--- config.mk ---
export PLATFORM = sky130hd
export DESIGN_NAME = dmem_access_ctrl
export DESIGN_NICKNAME = d
export VERILOG_FILES = /design/src/rtl/riscv_mem_pkg.sv /design/src/rtl/lsu_align.sv /design/src/rtl/dmem_access_ctrl.sv
export SDC_FILE = /design/constraint.sdc
export NUM_CORES = 1
export LEC_CHECK = 0
export CAP_MARGIN = 20
export CELL_PAD_IN_SITES_DETAIL_PLACEMENT = 1
export CELL_PAD_IN_SITES_GLOBAL_PLACEMENT = 1
export CORE_MARGIN = 2
export CORE_UTILIZATION = 32
export DETAILED_ROUTE_END_ITERATION = 7
export PLACE_DENSITY = 0.91
export SETUP_SLACK_MARGIN = 0.3
export SLEW_MARGIN = 20
export SYNTH_ARGS = -nofsm -noshare
export SYNTH_HDL_FRONTEND = slang
export SYNTH_SLANG_ARGS = --single-unit
export TNS_END_PERCENT = 100
--- constraint.sdc ---
create_clock -name clk -period 4.8 [get_ports clk]
set_clock_uncertainty 0.1 [all_clocks]
set_input_delay 0.96 -clock clk [delete_from_list [all_inputs] [get_ports clk]]
set_output_delay 0.96 -clock clk [all_outputs]
set_load 0.02 [all_outputs]
--- src/rtl/riscv_mem_pkg.sv ---
// Shared types and constants for the MEM-stage data-memory access controller.
package riscv_mem_pkg;

   typedef enum logic [1:0] {
      IDLE = 2'd0,
      WAIT = 2'd1,
      RESP = 2'd2
   } state_t;

   localparam logic [2:0] F3_LB  = 3'b000;
   localparam logic [2:0] F3_LH  = 3'b001;
   localparam logic [2:0] F3_LW  = 3'b010;
   localparam logic [2:0] F3_LBU = 3'b100;
   localparam logic [2:0] F3_LHU = 3'b101;
   localparam logic [2:0] F3_SB  = 3'b000;
   localparam logic [2:0] F3_SH  = 3'b001;
   localparam logic [2:0] F3_SW  = 3'b010;

   localparam int TO_CNT_W = 8;

endpackage

--- src/rtl/lsu_align.sv ---
// Combinational lane logic: legality, byte enables, store replication and
// load extension. Holds no state.
module lsu_align
   import riscv_mem_pkg::*;
(
   input  logic [2:0]  i_funct3,
   input  logic [1:0]  i_lane,
   input  logic [31:0] i_wdata,
   input  logic [31:0] i_rdata,
   input  logic        i_is_store,
   output logic        o_bad,
   output logic [3:0]  o_be,
   output logic [31:0] o_wdata,
   output logic [31:0] o_rdata_ext
);

   logic [7:0]  w_byte;
   logic [15:0] w_half;

   always_comb begin
      w_byte = i_rdata[7:0];
      unique case (i_lane)
         2'd0: w_byte = i_rdata[7:0];
         2'd1: w_byte = i_rdata[15:8];
         2'd2: w_byte = i_rdata[23:16];
         2'd3: w_byte = i_rdata[31:24];
      endcase
      w_half = i_lane[1] ? i_rdata[31:16] : i_rdata[15:0];
   end

   always_comb begin
      o_bad = 1'b0;
      case (i_funct3[1:0])
         2'b11:   o_bad = 1'b1;
         2'b01:   o_bad = i_lane[0];
         2'b10:   o_bad = |i_lane;
         default: o_bad = 1'b0;
      endcase
   end

   // Loads always fetch the whole word; only stores narrow the enables.
   always_comb begin
      o_be    = 4'b1111;
      o_wdata = i_wdata;
      if (i_is_store) begin
         case (i_funct3[1:0])
            2'b00: begin
               o_be    = 4'b0001 << i_lane;
               o_wdata = {4{i_wdata[7:0]}};
            end
            2'b01: begin
               o_be    = 4'b0011 << i_lane;
               o_wdata = {2{i_wdata[15:0]}};
            end
            default: begin
               o_be    = 4'b1111;
               o_wdata = i_wdata;
            end
         endcase
      end
   end

   always_comb begin
      o_rdata_ext = i_rdata;
      case (i_funct3)
         F3_LB:   o_rdata_ext = {{24{w_byte[7]}}, w_byte};
         F3_LBU:  o_rdata_ext = {24'd0, w_byte};
         F3_LH:   o_rdata_ext = {{16{w_half[15]}}, w_half};
         F3_LHU:  o_rdata_ext = {16'd0, w_half};
         default: o_rdata_ext = i_rdata;
      endcase
   end

endmodule

--- src/rtl/dmem_access_ctrl.sv ---
// MEM-stage load/store sequencer: issues one req/ack transaction per access,
// stalls the pipeline while it is outstanding and reports faults.
//
// state | meaning
// IDLE  | no access outstanding; issue, fault or pass through
// WAIT  | request on the bus, waiting for dmem_ack or timeout
// RESP  | result presented to MEM/WB, pipeline advances this edge
module dmem_access_ctrl
   import riscv_mem_pkg::*;
#(
   parameter int TIMEOUT_CYCLES = 255
) (
   input  logic        clk,
   input  logic        reset,
   input  logic        mem_read_mem,
   input  logic        mem_write_mem,
   input  logic [31:0] alu_result_mem,
   input  logic [31:0] write_data_mem,
   input  logic [2:0]  funct3_mem,
   output logic        dmem_req,
   output logic        dmem_we,
   output logic [31:0] dmem_addr,
   output logic [31:0] dmem_wdata,
   output logic [3:0]  dmem_be,
   input  logic        dmem_ack,
   input  logic [31:0] dmem_rdata,
   output logic        stall_mem,
   output logic        bubble_wb,
   output logic [31:0] read_data_mem,
   output logic        misaligned_fault,
   output logic        timeout_fault
);

   localparam logic [TO_CNT_W-1:0] LP_CNT_LAST = TO_CNT_W'(TIMEOUT_CYCLES - 1);

   state_t               r_state;
   state_t               w_state_nxt;
   logic [TO_CNT_W-1:0]  r_cnt;
   logic [31:0]          r_rdata_q;
   logic                 r_timeout;
   logic                 w_access;
   logic                 w_fmt_bad;
   logic                 w_issue;
   logic                 w_done;
   logic                 w_tmo;
   logic [3:0]           w_be;
   logic [31:0]          w_wdata_rep;
   logic [31:0]          w_rdata_ext;

   assign w_access = mem_read_mem | mem_write_mem;

   lsu_align u_lsu_align (
      .i_funct3    (funct3_mem),
      .i_lane      (alu_result_mem[1:0]),
      .i_wdata     (write_data_mem),
      .i_rdata     (r_rdata_q),
      .i_is_store  (mem_write_mem),
      .o_bad       (w_fmt_bad),
      .o_be        (w_be),
      .o_wdata     (w_wdata_rep),
      .o_rdata_ext (w_rdata_ext)
   );

   always_comb begin
      w_state_nxt      = r_state;
      w_issue          = 1'b0;
      w_done           = 1'b0;
      w_tmo            = 1'b0;
      stall_mem        = 1'b0;
      bubble_wb        = 1'b0;
      read_data_mem    = 32'd0;
      misaligned_fault = 1'b0;
      case (r_state)
         IDLE: begin
            if (w_access && w_fmt_bad) begin
               misaligned_fault = 1'b1;
            end else if (w_access) begin
               w_issue     = 1'b1;
               stall_mem   = 1'b1;
               bubble_wb   = 1'b1;
               w_state_nxt = WAIT;
            end
         end
         WAIT: begin
            stall_mem = 1'b1;
            bubble_wb = 1'b1;
            // Ack beats the timeout when both land on the same cycle.
            if (dmem_ack) begin
               w_done      = 1'b1;
               w_state_nxt = RESP;
            end else if (r_cnt == LP_CNT_LAST) begin
               w_tmo       = 1'b1;
               w_state_nxt = RESP;
            end
         end
         RESP: begin
            read_data_mem = w_rdata_ext;
            w_state_nxt   = IDLE;
         end
         default: w_state_nxt = IDLE;
      endcase
      if (reset) begin
         stall_mem        = 1'b0;
         bubble_wb        = 1'b0;
         read_data_mem    = 32'd0;
         misaligned_fault = 1'b0;
      end
   end

   assign timeout_fault = r_timeout;

   always_ff @(posedge clk) begin
      if (reset) begin
         r_state    <= IDLE;
         r_cnt      <= '0;
         r_rdata_q  <= 32'd0;
         r_timeout  <= 1'b0;
         dmem_req   <= 1'b0;
         dmem_we    <= 1'b0;
         dmem_addr  <= 32'd0;
         dmem_wdata <= 32'd0;
         dmem_be    <= 4'd0;
      end else begin
         r_state   <= w_state_nxt;
         r_timeout <= w_tmo;
         r_cnt     <= (r_state == WAIT) ? r_cnt + 1'b1 : '0;
         if (w_issue) begin
            dmem_req   <= 1'b1;
            dmem_we    <= mem_write_mem;
            dmem_addr  <= {alu_result_mem[31:2], 2'b00};
            dmem_wdata <= w_wdata_rep;
            dmem_be    <= w_be;
         end
         if (w_done || w_tmo) begin
            dmem_req   <= 1'b0;
            dmem_we    <= 1'b0;
            dmem_addr  <= 32'd0;
            dmem_wdata <= 32'd0;
            dmem_be    <= 4'd0;
            r_rdata_q  <= (w_done && !dmem_we) ? dmem_rdata : 32'd0;
         end
      end
   end

endmodule

==> flow_summary.json, run 1 <==
{
  "max_freq_mhz": 225.8,
  "die_h_um": 126.7,
  "yosysMostFrequentCell": "nand2_1",
  "place_hpwl_um": 12380,
  "cp-start-kind": "input port",
  "clock_latency_ps": 350,
  "finalNonFillerCells": 948,
  "cts_max_level": 3,
  "drv_cap": 0,
  "dieArea_um2": 16050,
  "yosys_most_used_dff": "dfxtp_1",
  "cts_made_buffers": 9,
  "slew_headroom_pct": 30.12,
  "antenna_cells": 0,
  "worst_path_most_repeated_cell": "clkdlybuf4s50_1",
  "cts-resized-gates": 2,
  "synth.avg_cell_area_um2": 8.332,
  "remaining_drc_errors": 0,
  "viasPerCell": 5.148,
  "antenna_found_initial": 0,
  "synth_top_family_by_area": "compound AO/OA/AOI/OAI gates",
  "rows": 44,
  "postCtsHoldBufs": 0,
  "synth_area_um2": 4816,
  "cts_tree": "built",
  "start_util_pct": 32.89,
  "wl_per_cell_um": 18.52,
  "synth_top_area_share_pct": 46.14,
  "cp_max_fo": 14,
  "routed_wl_um": 17560,
  "cts_setup_buffers": 0,
  "ys_ff_latch": 111,
  "placed_cells_incl_taps": 932,
  "vdd_drop_max_mv": 0.1652,
  "yosysSeqAreaShare_pct": 46.14,
  "drt_iter0_drc": 245,
  "synth_common_cells": "nand2_1, dfxtp_1, a21oi_1",
  "multi_input_area_um2": 2356,
  "grt_pass1_wl_um": 27300,
  "maxSlewViolCount": 0,
  "synth-edff-count": 0,
  "drtPass1Iterations": 4,
  "timing.final.crit_period_ps": 4429,
  "die_w_um": 126.7,
  "hold_class": "reg2reg",
  "cts_max_path_buffers": 2,
  "p_leak_nw": 2.688,
  "yosys_warnings": 0,
  "worst_pin_slew_ps": 1048,
  "grt_use_total_pct": 21.56,
  "power.density_nw_per_um2": 299.3,
  "finalSetupViolations": 0,
  "seq_area_um2": 2222,
  "num_io_pins": 210,
  "core_area_um2": 14640,
  "synth-async-reset-ratio_pct": 0,
  "grt_overflow_total": 0,
  "portBuffers": 207,
  "worstSetupPathType": "in2out",
  "synth_fa_ha_area_share_pct": 0.5196,
  "clock-sinks": 111,
  "nFillCells": 1710,
  "critPathCaptureType": "output port",
  "syn_to_final_growth_pct": 51.70,
  "rsz0062_at_grt": "no",
  "synth_xor_area_share_pct": 1.091,
  "muxShareOfSynthArea_pct": 5.898,
  "cts-root-buf": "clkbuf_16",
  "cp_cell_sequence": "clkdlybuf4s50_1 -> nand2b_1 -> a21o_1 -> or3_1 -> a21oi_1 -> clkdlybuf4s50_1",
  "hold_viol": 0,
  "place_congestion": 0.8873,
  "cp_num_buf_inv": 2,
  "postRouteAntennaNets": 0,
  "yosys.area_share.simple_pct": 20.01,
  "crit_slowest_cell": "clkdlybuf4s50_1",
  "synth_cell_types": 40,
  "path_delay_family": "buffers and inverters",
  "arrival_ps": 3370,
  "outcome": "complete, no violations",
  "fin_tns_setup_ps": 0,
  "drive_above_1_share_pct": 6.021,
  "grt_max_degree": 80,
  "crit_required_ps": 3740,
  "yosys-top-cells-area": "dfxtp_1, nand2_1, a21oi_1",
  "min_period_over_period_pct": 92.28,
  "max_stage_delay_ps": 630,
  "final_nets": 865,
  "netlist_instances": 578,
  "first_global_vias": 5039,
  "vias": 4880,
  "synth_area_leader_cell": "dfxtp_1",
  "path_clk_slew_ps": 70,
  "synth-compound-area-share_pct": 20.78
}
==> layer usage <==
| layer | up-vias | GRT usage, % | share of wire, % |
|---|---|---|---|
| met1 | 2310 | 25.86 | 42 |
| met4 | 0 | 5.107 | 1.4 |
| li1 | 2364 | - | - |
| met2 | 184 | 37.46 | 47 |
| met5 | - | 0 | 0 |
| met3 | 22 | 7.212 | 8.6 |
==> sequential cells by signal, summed over array words and instances (netlist names) <==
signal	flops
r_rdata_q	32
dmem_addr	30
r_cnt	8
dmem_wdata	32
timeout_fault	1
dmem_req	1
r_state	2
dmem_be	4
dmem_we	1
==> path summary, 6_finish.rpt <==
path	from	slack [ps]	cells past startpoint	endpoint
max reg2reg	r_cnt[2]	2190	5	dmem_addr[13]
min reg2reg	dmem_wdata[30]	350	2	dmem_wdata[30]
min	dmem_wdata[30]	350	2	dmem_wdata[30]
max	funct3_mem[0]	370	6	read_data_mem[0]
==> final cells by class <==
cell class | instances | area share (%)
timing repair buffer | 220 | 29.85
inverter | 11 | 0.5652
multi-input combinational | 406 | 32.25
clock buffer | 10 | 3.134
sequential | 111 | 30.42
clock inverter | 6 | 0.6337
tap | 184 | 3.151
==> worst register-to-register path: stages (launching register included) <==
cell and delay (ps):
dfxtp_1 400, and4_1 290, a41oi_1 280, o21bai_4 760, buf_4 530, a21oi_1 130
==> report_power, final <==
| group | switching (mW) | internal (mW) |
|---|---|---|
| logic | 0.245 | 0.221 |
| registers | 0.0333 | 0.975 |
| clock network | 0.356 | 0.356 |
| total | 0.635 | 1.55 |
==> kinds of logic (layout without fill, tap and decap cells) <==
group	after synthesis	in the layout
buffers and inverters	62	247
xor gates and xnor gates	6	6
and+or+nand+nor	222	222
DFF	111	111
adders and majority gates	2	2
muxes	27	27
other	1	2
AOI/OAI and AO/OA	147	147
==> cells in the final DEF (no fill, tap or decap), types with 4 or more instances in the layout <==
master,n
o21ai_0,4
a221oi_1,8
a21oi_1,66
nor2b_1,18
clkdlybuf4s50_1,201
inv_1,11
dlymetal6s2s_1,5
xor2_1,5
dfxtp_1,111
a22o_1,32
a211oi_1,8
nor3_1,21
nand2_1,119
o211ai_1,16
buf_4,13
mux2i_1,16
nor2_1,43
clkbuf_16,9
or3_1,8
mux2_2,11
==> through the flow <==
step | util [%] | hold slack, ps | total power, mW | cell area [um^2] | setup slack, ps
floorplan | - | 349.2 | 1.256 | 4820 | 1031
global placement | 47.92 | 336.9 | 1.484 | 7017 | 323.2
detailed placement | 47.92 | 342.6 | 1.496 | 7017 | 297.1
CTS | 49.80 | 353.0 | 2.223 | 7293 | 307.4
global route | 49.89 | 377.1 | 2.300 | 7306 | 301.8
finish | 49.89 | 349.7 | 2.187 | 7306 | 370.6
No activity file was read; power rests on OpenSTA's default activity.
==> run 2: changes to the inputs <==
CTS_CLUSTER_SIZE = 25   (was unset)
SETUP_SLACK_MARGIN = unset   (was 0.3)
TNS_END_PERCENT = unset   (was 100)
==> run 2 against run 1 <==
  * Sequential cell count is the same
  * Power about the same
  * Largest power group unchanged
  * Combinational power hardly changed
  * Sequential share of layout area rose by 0.057 points
  * Die area stayed put
  * Final cell count did not move
  * Sequential power barely moved
  * Register-to-register slack better by 20 ps
  * Maximum frequency decreased by 1.4%
  * Worst hold slack hardly changed
  * Design area shrank 0.19%
  * Global-route usage is essentially flat
  * Highest routed layer unchanged
==> flow_summary.json, run 2 (same netlist as run 1, synthesis figures left out) <==
{
  "vias": 4875,
  "hold_viol": 0,
  "hold_end": "dmem_wdata[30]",
  "place_congestion": 0.8873,
  "core_area_um2": 14640,
  "placed_cells_incl_taps": 932,
  "p_leak_nw": 2.591,
  "r2r_start": "r_cnt[2]",
  "antenna_cells": 0,
  "die_w_um": 126.7,
  "grt_pass1_wl_um": 27330,
  "start_util_pct": 32.89,
  "seq_power_share_pct": 46.1,
  "hold_class": "reg2reg",
  "grt_overflow_total": 0,
  "viasPerCell": 5.142,
  "postRouteAntennaNets": 0,
  "p_comb_share_pct": 21.3,
  "arrival_ps": 3430,
  "drt_iter0_drc": 252,
  "cts-resized-gates": 0,
  "slew_headroom_pct": 30.89,
  "grt_use_total_pct": 21.58,
  "worst_pin_slew_ps": 1037,
  "timing.final.crit_period_ps": 4493,
  "remaining_drc_errors": 0,
  "place_area_um2": 7017,
  "power.density_nw_per_um2": 299.9,
  "max_freq_mhz": 222.6,
  "routed_wl_um": 17470,
  "cts-root-buf": "clkbuf_16",
  "min_period_over_period_pct": 93.61,
  "regToRegSetupSlack_ps": 2210,
  "grt_max_degree": 80,
  "cp-start-kind": "input port",
  "hold_start": "dmem_wdata[30]",
  "maxSlewViolCount": 0,
  "whs_ps": 349.7,
  "drv_cap": 0,
  "finalNonFillerCells": 948,
  "syn_to_final_growth_pct": 51.42,
  "final_nets": 865,
  "outcome": "complete, no violations",
  "layout_commonest_cell": "clkdlybuf4s50_1",
  "dieArea_um2": 16050,
  "worstSetupPathType": "in2out",
  "internal_power_mw": 1.552,
  "num_io_pins": 210,
  "path_clk_slew_ps": 70,
  "finalSetupViolations": 0,
  "cts_tree": "built",
  "clock-sinks": 111,
  "rr_endpoint": "dmem_addr[13]",
  "hold_path_depth": 2,
  "clkPwrFrac_pct": 32.6,
  "cts_setup_buffers": 0,
  "die_h_um": 126.7,
  "postCtsHoldBufs": 0,
  "reg2regPathDepth": 5,
  "drive_above_1_share_pct": 6.021,
  "cts_max_level": 3,
  "fin_area_um2": 7292,
  "vdd_drop_max_mv": 0.1652,
  "portBuffers": 207,
  "biggestRegsByFlops": "dmem_wdata (32), r_rdata_q (32), dmem_addr (30)",
  "crit_required_ps": 3740,
  "wl_per_cell_um": 18.43,
  "p_sw_uw": 634.3,
  "critPathCaptureType": "output port",
  "cp_max_fo": 14,
  "cts_made_buffers": 9,
  "drtPass1Iterations": 4,
  "rows": 44,
  "cts_max_path_buffers": 2,
  "first_global_vias": 5041,
  "p_sw_share_pct": 29.01,
  "final_cell_mix": "clkdlybuf4s50_1, nand2_1, dfxtp_1, a21oi_1, nor2_1",
  "place_hpwl_um": 12380,
  "rsz0062_at_grt": "no",
  "clock_latency_ps": 350,
  "antenna_found_initial": 0,
  "fin_tns_setup_ps": 0
}
-- run 2: worst max-delay path by stage --
stage                      startpoint                to  slack, ps  depth (start not counted)
finish              alu_result_mem[1]  read_data_mem[5]        310                          6
global route        alu_result_mem[1]  read_data_mem[5]        210                          6
global placement    alu_result_mem[1]  read_data_mem[5]        320                          6
detailed placement  alu_result_mem[1]  read_data_mem[5]        300                          6
floorplan               funct3_mem[0]  read_data_mem[7]       1030                          5
CTS                 alu_result_mem[1]  read_data_mem[5]        280                          6
-- run 2: critical path: stages --
cell             delay, ps
clkdlybuf4s50_1        660
inv_1                  180
a21o_1                 330
or3_1                  410
a21oi_1                230
clkdlybuf4s50_1        650
-- run 2: cell type report --
| cell class | instances | area (um^2) |
|---|---|---|
| fill | 1712 | 7352 |
| timing repair buffer | 220 | 2170 |
| clock buffer | 10 | 229.0 |
| tap | 184 | 230.2 |
| clock inverter | 6 | 46.29 |
| inverter | 11 | 41.29 |
| multi-input combinational | 406 | 2354 |
| sequential | 111 | 2222 |
-- run 2: metrics by stage --
| step | util (%) | total power, mW | setup WS, ps |
|---|---|---|---|
| after CTS | 49.79 | 2.223 | 275.2 |
| after floorplan | - | 1.256 | 1031 |
| after global placement | 47.92 | 1.484 | 323.2 |
| after global routing | 49.79 | 2.300 | 210.1 |
| final | 49.79 | 2.187 | 306.9 |
| after detailed placement | 47.92 | 1.496 | 297.1 |
-- run 2: layer usage --
layer / up-vias / share of wire, % / track usage, % / wire length [um]
li1: 2362 / - / - / -
met1: 2323 / 43 / 25.91 / 7492
met2: 172 / 48 / 37.46 / 8340
met3: 18 / 8.2 / 7.212 / 1427
met4: 0 / 1.2 / 5.107 / 207
met5: - / 0 / 0 / 0
-- run 2: power groups by stage --
stage	Combinational [mW]	Sequential, mW	Clock (mW)
global route	0.504	1.02	0.781
finish	0.466	1.01	0.712
floorplan	0.179	1.08	0
global placement	0.458	1.03	0
detailed placement	0.466	1.03	0
CTS	0.470	1.01	0.744
